$ cat config.mk
export PLATFORM = sky130hd
export DESIGN_NAME = keypad_entry_ctrl
export DESIGN_NICKNAME = d
export VERILOG_FILES = /design/src/rtl/keypad_entry_ctrl.sv
export SDC_FILE = /design/constraint.sdc
export NUM_CORES = 1
export LEC_CHECK = 0
export BUFFER_PORTS_ARGS = -buffer_cell sky130_fd_sc_hd__buf_2
export CAP_MARGIN = 20
export CORE_UTILIZATION = 56
export CTS_BUF_LIST = sky130_fd_sc_hd__clkbuf_16
export DETAILED_ROUTE_END_ITERATION = 12
export PLACE_DENSITY = 0.9
export SLEW_MARGIN = 20
export SYNTH_ARGS = -nofsm -noshare
export SYNTH_HDL_FRONTEND = slang
export SYNTH_SLANG_ARGS = --single-unit
$ cat constraint.sdc
create_clock -name clock_100Mhz -period 3.61 [get_ports clock_100Mhz]
set_input_delay 0.722 -clock clock_100Mhz [delete_from_list [all_inputs] [get_ports clock_100Mhz]]
set_output_delay 0.722 -clock clock_100Mhz [all_outputs]
set_load 0.03 [all_outputs]
$ cat src/rtl/keypad_entry_ctrl.sv
// keypad_entry_ctrl: debounces per-scan keypad samples, strobes once per press and
// assembles BCD digit entries. Define KEYPAD_AUTOREPEAT_EN to add held-key auto-repeat.
module keypad_entry_ctrl #(
  parameter int DIGITS          = 4,
  parameter int DEBOUNCE_CYCLES = 20,
  parameter int CNT_W           = 8
`ifdef KEYPAD_AUTOREPEAT_EN
  ,parameter int REPEAT_SAMPLES = 500
`endif
) (
  input  logic                clock_100Mhz,
  input  logic                reset,
  input  logic                sample_valid,
  input  logic                key_down,
  input  logic [3:0]          key_code,
  output logic                key_strobe,
  output logic [3:0]          key_last,
  output logic [4*DIGITS-1:0] entry,
  output logic [3:0]          digit_count,
  output logic                entry_valid,
  output logic [4*DIGITS-1:0] entry_value,
  output logic                overflow
);
  localparam logic [1:0] S_IDLE  = 2'd0;
  localparam logic [1:0] S_PRESS = 2'd1;
  localparam logic [1:0] S_HELD  = 2'd2;
  localparam logic [1:0] S_REL   = 2'd3;

  localparam logic [CNT_W-1:0] L_DB     = CNT_W'(DEBOUNCE_CYCLES);
  localparam logic [CNT_W-1:0] L_ONE    = CNT_W'(1);
  localparam logic [3:0]       L_DIGITS = 4'(DIGITS);

  logic [1:0]          r_state, w_state_nxt;
  logic [CNT_W-1:0]    r_cnt, w_cnt_nxt, w_cnt_inc;
  logic [3:0]          r_cand, w_cand_nxt;
  logic                w_accept, w_fire;
  logic                r_strobe, r_valid, r_ovf;
  logic [3:0]          r_last, r_count;
  logic [4*DIGITS-1:0] r_entry, r_value;

  assign w_cnt_inc = r_cnt + L_ONE;

  // Debounce sequencing; only sample_valid cycles move the FSM.
  always_comb begin
    w_state_nxt = r_state;
    w_cnt_nxt   = r_cnt;
    w_cand_nxt  = r_cand;
    w_accept    = 1'b0;
    if (sample_valid) begin
      case (r_state)
        S_IDLE: if (key_down) begin
          w_cand_nxt = key_code;
          w_cnt_nxt  = L_ONE;
          if (DEBOUNCE_CYCLES <= 1) begin
            w_accept    = 1'b1;
            w_state_nxt = S_HELD;
          end else begin
            w_state_nxt = S_PRESS;
          end
        end
        S_PRESS: if (key_down && key_code == r_cand) begin
          w_cnt_nxt = w_cnt_inc;
          if (w_cnt_inc >= L_DB) begin
            w_accept    = 1'b1;
            w_state_nxt = S_HELD;
          end
        end else begin
          w_cnt_nxt   = '0;
          w_state_nxt = S_IDLE;
        end
        S_HELD: if (!key_down) begin
          w_cnt_nxt   = L_ONE;
          w_state_nxt = (DEBOUNCE_CYCLES <= 1) ? S_IDLE : S_REL;
        end
        S_REL: if (!key_down) begin
          w_cnt_nxt = w_cnt_inc;
          if (w_cnt_inc >= L_DB) begin
            w_cnt_nxt   = '0;
            w_state_nxt = S_IDLE;
          end
        end else begin
          w_state_nxt = S_HELD;
        end
        default: w_state_nxt = S_IDLE;
      endcase
    end
  end

`ifdef KEYPAD_AUTOREPEAT_EN
  localparam int L_RPT_NEXT = (REPEAT_SAMPLES / 4 > 0) ? REPEAT_SAMPLES / 4 : 1;
  logic [31:0] r_rpt, w_rpt_target;
  logic        r_rpt_armed, w_rpt_hit;

  assign w_rpt_target = r_rpt_armed ? 32'(L_RPT_NEXT) : 32'(REPEAT_SAMPLES);
  assign w_rpt_hit    = sample_valid && key_down && (r_state == S_HELD) &&
                        (r_rpt + 32'd1 >= w_rpt_target);
  assign w_fire       = w_accept || (w_rpt_hit && (r_cand <= 4'd9 || r_cand == 4'hD));

  // Counter sits at zero outside HELD, so every entry into HELD starts fresh.
  always_ff @(posedge clock_100Mhz) begin
    if (reset || r_state != S_HELD) begin
      r_rpt       <= '0;
      r_rpt_armed <= 1'b0;
    end else if (sample_valid && key_down) begin
      if (w_rpt_hit) begin
        r_rpt       <= '0;
        r_rpt_armed <= 1'b1;
      end else begin
        r_rpt <= r_rpt + 32'd1;
      end
    end
  end
`else
  assign w_fire = w_accept;
`endif

  always_ff @(posedge clock_100Mhz) begin
    if (reset) begin
      r_state  <= S_IDLE;
      r_cnt    <= '0;
      r_cand   <= '0;
      r_strobe <= 1'b0;
      r_valid  <= 1'b0;
      r_ovf    <= 1'b0;
      r_last   <= '0;
      r_count  <= '0;
      r_entry  <= '0;
      r_value  <= '0;
    end else begin
      r_state  <= w_state_nxt;
      r_cnt    <= w_cnt_nxt;
      r_cand   <= w_cand_nxt;
      r_strobe <= w_fire;
      r_valid  <= 1'b0;
      r_ovf    <= 1'b0;
      if (w_fire) begin
        r_last <= w_cand_nxt;
        case (w_cand_nxt)
          4'hF: begin
            r_value <= r_entry;
            r_valid <= 1'b1;
            r_entry <= '0;
            r_count <= '0;
          end
          4'hE: begin
            r_entry <= '0;
            r_count <= '0;
          end
          4'hD: if (r_count != 4'd0) begin
            r_entry <= r_entry >> 4;
            r_count <= r_count - 4'd1;
          end
          4'hA, 4'hB, 4'hC: ;
          default: if (r_count < L_DIGITS) begin
            r_entry <= (r_entry << 4) | (4*DIGITS)'(w_cand_nxt);
            r_count <= r_count + 4'd1;
          end else begin
            r_ovf <= 1'b1;
          end
        endcase
      end
    end
  end

  assign key_strobe  = r_strobe;
  assign key_last    = r_last;
  assign entry       = r_entry;
  assign digit_count = r_count;
  assign entry_valid = r_valid;
  assign entry_value = r_value;
  assign overflow    = r_ovf;
endmodule

* After elaboration in Yosys (flattened, before gate mapping)
Cells that the tools add are included.
Storage, ports and cells: logic and storage cells 74, output and inout bits 43, bits in registers 57, bits of input ports 8
Operators by class: eq/ne operators 16, bitwise gates (word level) 3, add/sub/neg operators 3, magnitude comparators 2, muxes and demuxes 28, reductions and logical operators 12
Operators with widths (number):
- 16-bit one-hot mux with 3 select lines | 1
- 8-bit two-way mux | 5
- 16-bit two-way mux | 2
- 8-bit one-hot mux with 4 select lines | 1
- 4-bit equality test (second input constant) | 6
- 4-bit two-way mux | 5
- 16-bit by 4-bit bitwise OR with 16-bit output | 1
- 2-bit two-way mux | 6
- 4-bit one-hot mux with 3 select lines | 1
- 8-bit by 1-bit adder with 8-bit output (second input constant) | 1
- 8-bit by 5-bit greater-or-equal comparator with 1-bit output (second input constant) | 1
- 2-bit != test (second input constant) | 4
- 2-bit one-hot mux with 4 select lines | 1
- 4-bit AND reduction | 2
- 8-bit OR reduction | 1
- 1-bit two-way mux | 6
- 3-bit != test (second input constant) | 2
- 5-bit AND reduction | 1
- 4-bit by 1-bit adder with 4-bit output (second input constant) | 1
- 2-bit equality test (second input constant) | 2
- 4-bit equality test | 1
- 4-bit by 3-bit less-than comparator with 1-bit output (second input constant) | 1
- 4-bit nonzero test | 1
- 2-bit OR reduction | 2
- other kinds (8) | 9

* Longest topological paths before layout
word-level depth 8, gate-level depth with buffers 12, depth with buffers taken out 9

* Worst setup path before layout
OpenSTA, ideal clock, no wires.
path type in2reg, from input sample_valid, to register r_count[3] (netlist: digit_count[3]), slack 0.574 ns, arrival 2.904 ns, stages on the path 12, library setup time 0.132 ns, cell sequence buf_4 and4bb_4 buf_12 mux2i_1 clkbuf_1 ha_1 a21o_1 a21oi_1 xnor2_1 nor2_1 o31ai_1 a21oi_1
On the way: word-level cells in the longest chain between the ends 5, elaborated cells between the ends (all ways) 15
Ends and longest elaborated chain:
- start, declared | line 13 | input logic sample_valid,
- 4-bit two-way mux | line 49 | if (sample_valid) begin
- 4-bit equality test | line 138 | case (w_cand_nxt)
- 2-bit OR reduction (no line) or 3-bit OR reduction (tied branches)
- 3-bit nonzero test (no line) or 1-bit NOT (tied branches)
- 4-bit AND reduction (no line)
- end signal, assigned | line 151 | r_count <= r_count - 4'd1;
- end signal, assigned | line 156 | r_count <= r_count + 4'd1;
- end, declared | line 38 | logic [3:0] r_last, r_count;
Several ways; a longest one is shown, not always the timed one. A chain may end at the register's enable or synchronous reset.

* Worst setup path in the final report
from register r_cnt[1], to register r_entry[2] (netlist: entry[2])
On the way: word-level cells in the longest chain between the ends 7
Ends and longest elaborated chain:
- start, declared | line 34 | logic [CNT_W-1:0] r_cnt, w_cnt_nxt, w_cnt_inc;
- start signal, assigned | line 131 | r_cnt <= w_cnt_nxt;
- 8-bit by 1-bit adder with 8-bit output | line 41 | assign w_cnt_inc = r_cnt + L_ONE;
- 8-bit by 5-bit greater-or-equal comparator with 1-bit output | line 63 | if (w_cnt_inc >= L_DB) begin
- 1-bit two-way mux | line 63
- 1-bit two-way mux | line 61 | S_PRESS: if (key_down && key_code == r_cand) begin
- 1-bit two-way mux | line 50 | case (r_state)
- 1-bit two-way mux | line 49
- 4-bit AND reduction (no line)
- end signal, assigned | line 150 | r_entry <= r_entry >> 4;
- end signal, assigned | line 155 | r_entry <= (r_entry << 4) | (4*DIGITS)'(w_cand_nxt);
- end, declared | line 39 | logic [4*DIGITS-1:0] r_entry, r_value;
No other way between the ends.

==> impl_results.md <==
- FF-to-FF setup slack: 0.82 ns
- Setup WS post-layout: between 0.8 and 0.9 ns
- Worst slew margin: 50.6%
- Top FF cell, synth: dfxtp_1
- Int Pwr: 1.18 mW
- Crit path kind: reg -> reg
- FFs w/ async S/R, synth: 0%
- TritonRoute pass-1 iters: 5
- Hold crit path type: reg -> reg
- Core Rows: 25
- Synth Warn #: 0
- Crit-path max FO: 21
- Worst hold stages: 2
- Tcrit/Tclk final: between 70% and 80%
- Root buffer cell: clkbuf_16
- Residual DRC: 0
- Die Wd: ~74 µm
- Post-synth EDFFs: 0
- Unrepaired setup endpoints after global routing: no
- Count of port buffers added during placement: 50
- Worst setup path start: r_cnt[1]
- Worst r2r src: r_cnt[1]
- WP data required: roughly 3.9 ns
- Initial antenna violation count: 0
- Tmin final: 2.79 ns
- Dpl hpwl: between 4000 and 5000 µm
- Mapped Cells: about 320
- Max cap viols: 0
- Clock transition at path regs: roughly 0.050 ns
- Antenna Cells: 0
- Flop and latch count out of synthesis: 57
- Pleak: ~1.4 nW
- Post-CTS Resized: 0
- Number of I/O pins: 51
- Die ar.: about 5500 µm²
- Clk sinks: 57
- Clock power frac: a little over half
- Gpl congestion: slightly above 0.8
- Post-synthesis sequential area ratio: about 40%
- Vias in the first global route: about 2300
- Power share of the combinational group: a little over 5%
- Largest net degree at the start of global routing: between 40 and 50
- Synth Net Count: between 300 and 400
- Area growth, synth to finish: 17.9%
- Status: complete, no violations
- Via density per instance: 6.16
- Core Box Area: about 4800 µm²
- Clk buf depth: 2
- Worst Reg-to-Reg Cells: 7
- Clock skew: 0.00446 ns
- Peak VDD IR: roughly 0.4 mV
- Post-CTS Setup Bufs: 0
- Iter 0 DRT Violations: 311
- TritonCTS clock tree: done
- Synthesized cell area: ~2900 µm²
- Synth cell types: 52
- Worst r2r dst: entry[2]
- TNS Setup: 0 ns
- Nature of the critical path endpoint: flip-flop
- HP Start: entry_value[12]
- Power per cell area: 442 nW/µm²
- Layout net count: 380
- Max Freq: 0.358 GHz
- Initial Utilization: about three fifths
- NetSw: 0.332 mW
- TritonCTS Buffers: 9
- Slew @ Worst Pin: 0.741 ns
- Crit start category: flip-flop
- CP arrival: a little over 3 ns
- WL final: ~7000 µm
- Antenna Nets Post-Route: 0
- GRT Total Usage: between 20% and 30%
- Layout cell share with drive strength beyond 1: a little under a quarter
- Pre-CTS setup slack: roughly 0.62 ns
- Pins Over Slew Limit: 0
- H-tree depth: 3
- Setup violations, final: 0
- Net Sw Frac: a little over a fifth
- Hold Buf Count CTS: 0
- Remaining Overflow, GRT: 0
- Die height: ~74 µm
- Wire per inst: about 16 µm
- First-pass GRT wire length: around 11000 µm
- Clock Latency Late Sink: around 0.33 ns
- Flop pwr share: 42.5%
- Vias post-DR: between 2000 and 3000
- Final Hold Viols: 0
- Synthesized area per cell: roughly 9.0 µm²
- Hold Crit Endpoint: entry_value[12]
==> sequential cells by signal (all words and copies together), names as in the netlist <==
| name | count |
|---|---|
| r_cand | 4 |
| key_last | 4 |
| r_cnt | 8 |
| entry | 16 |
| r_state | 2 |
| overflow | 1 |
| digit_count | 4 |
| key_strobe | 1 |
| entry_value | 16 |
| entry_valid | 1 |
==> layout make-up <==
type	instances	area [µm²]
Clock buffer	9	225
Clock inverter	5	48.8
Fill cell	346	1430
Inverter	7	26.3
Multi-Input combinational cell	239	1620
Sequential cell	57	1140
Tap cell	67	83.8
Timing Repair Buffer	53	273
==> cells by family (layout without fill, tap and decap cells) <==
group	Yosys count	count (layout)	synth area share, %
AOI/OAI and AO/OA	87	87	21.2
xor gates and xnor gates	7	7	2.11
adders and majority gates	5	5	2.42
buffers and inverters	26	74	4.79
DFF	57	57	39.4
muxes	25	25	9.11
and+or+nand+nor	115	115	21.0
==> power by group through the flow <==
stage                     registers (mW)  clock network, mW  logic, mW
after floorplan                    0.651                  0     0.0607
after global placement             0.653                  0     0.0721
after detailed placement           0.654                  0     0.0741
after CTS                          0.641              0.794     0.0751
after global routing               0.641              0.826     0.0823
final                              0.642              0.791     0.0770
==> how the worst max path moves through the flow <==
stage | to | slack [ns] | cells past startpoint
2_1_floorplan | digit_count[3] | 0.57 | 12
3_3_place_gp | digit_count[3] | 0.66 | 11
3_5_place_dp | digit_count[3] | 0.62 | 11
4_1_cts | entry[1] | 0.90 | 7
5_1_grt | entry[4] | 0.70 | 7
6_report | entry[2] | 0.82 | 7
==> metrics by stage <==
| stage | utilization [%] | instances | hold slack, ns | power [mW] | area, µm² |
|---|---|---|---|---|---|
| after global placement | 64.8 | 423 | 0.466 | 0.725 | 3140 |
| after CTS | 70.5 | 437 | 0.488 | 1.51 | 3420 |
| after global routing | 70.5 | 437 | 0.514 | 1.55 | 3420 |
| after detailed placement | 64.8 | 423 | 0.472 | 0.728 | 3140 |
| final | 70.5 | 437 | 0.488 | 1.51 | 3420 |
| after floorplan | - | 322 | 0.479 | 0.712 | 2900 |
==> cell usage in the layout (no fill, tap or decap), drive strengths merged, types with 11 or more instances in the layout <==
master,instances
dfxtp,57
buf,53
nor2,44
a21oi,26
mux2i,23
nand2,18
o21ai,15
a211oi,15
nand3b,11
nand3,11
==> synth_stat cells, drive strengths merged (5+ instances only) <==
master | instances | area (µm²)
buf | 10 | 78.8
a211oi | 15 | 148
xor2 | 5 | 43.8
nand2 | 18 | 67.6
nand3 | 11 | 60.1
nand4 | 6 | 37.5
a21oi | 26 | 130
clkbuf | 9 | 33.8
o21ai | 15 | 86.3
nor2 | 44 | 173
dfxtp | 57 | 1140
nand3b | 11 | 82.6
a22oi | 9 | 67.6
mux2i | 23 | 241
a31oi | 5 | 31.3
nand2b | 7 | 43.8
inv | 7 | 26.3
==> critical path, stage by stage (launching register included) <==
cell and delay, ns:
dfxtp_1 0.43, ha_1 0.32, nand2_1 0.15, o21a_1 0.22, a211oi_2 0.47, o21a_1 0.69
o2111ai_1 0.25, a21oi_1 0.18
==> layer usage <==
metal  part of all wire (%)  routed length, µm  vias to the layer above  GRT usage, %
met5                      0                  0                        -             0
met4                    2.2                153                        0          16.0
met3                    7.4                523                       19          7.86
met2                     48               3410                      130          42.2
met1                     42               2950                     1262          34.5
li1                       -                  -                     1281             -
Note: power is estimated with default switching activity, not from simulation.
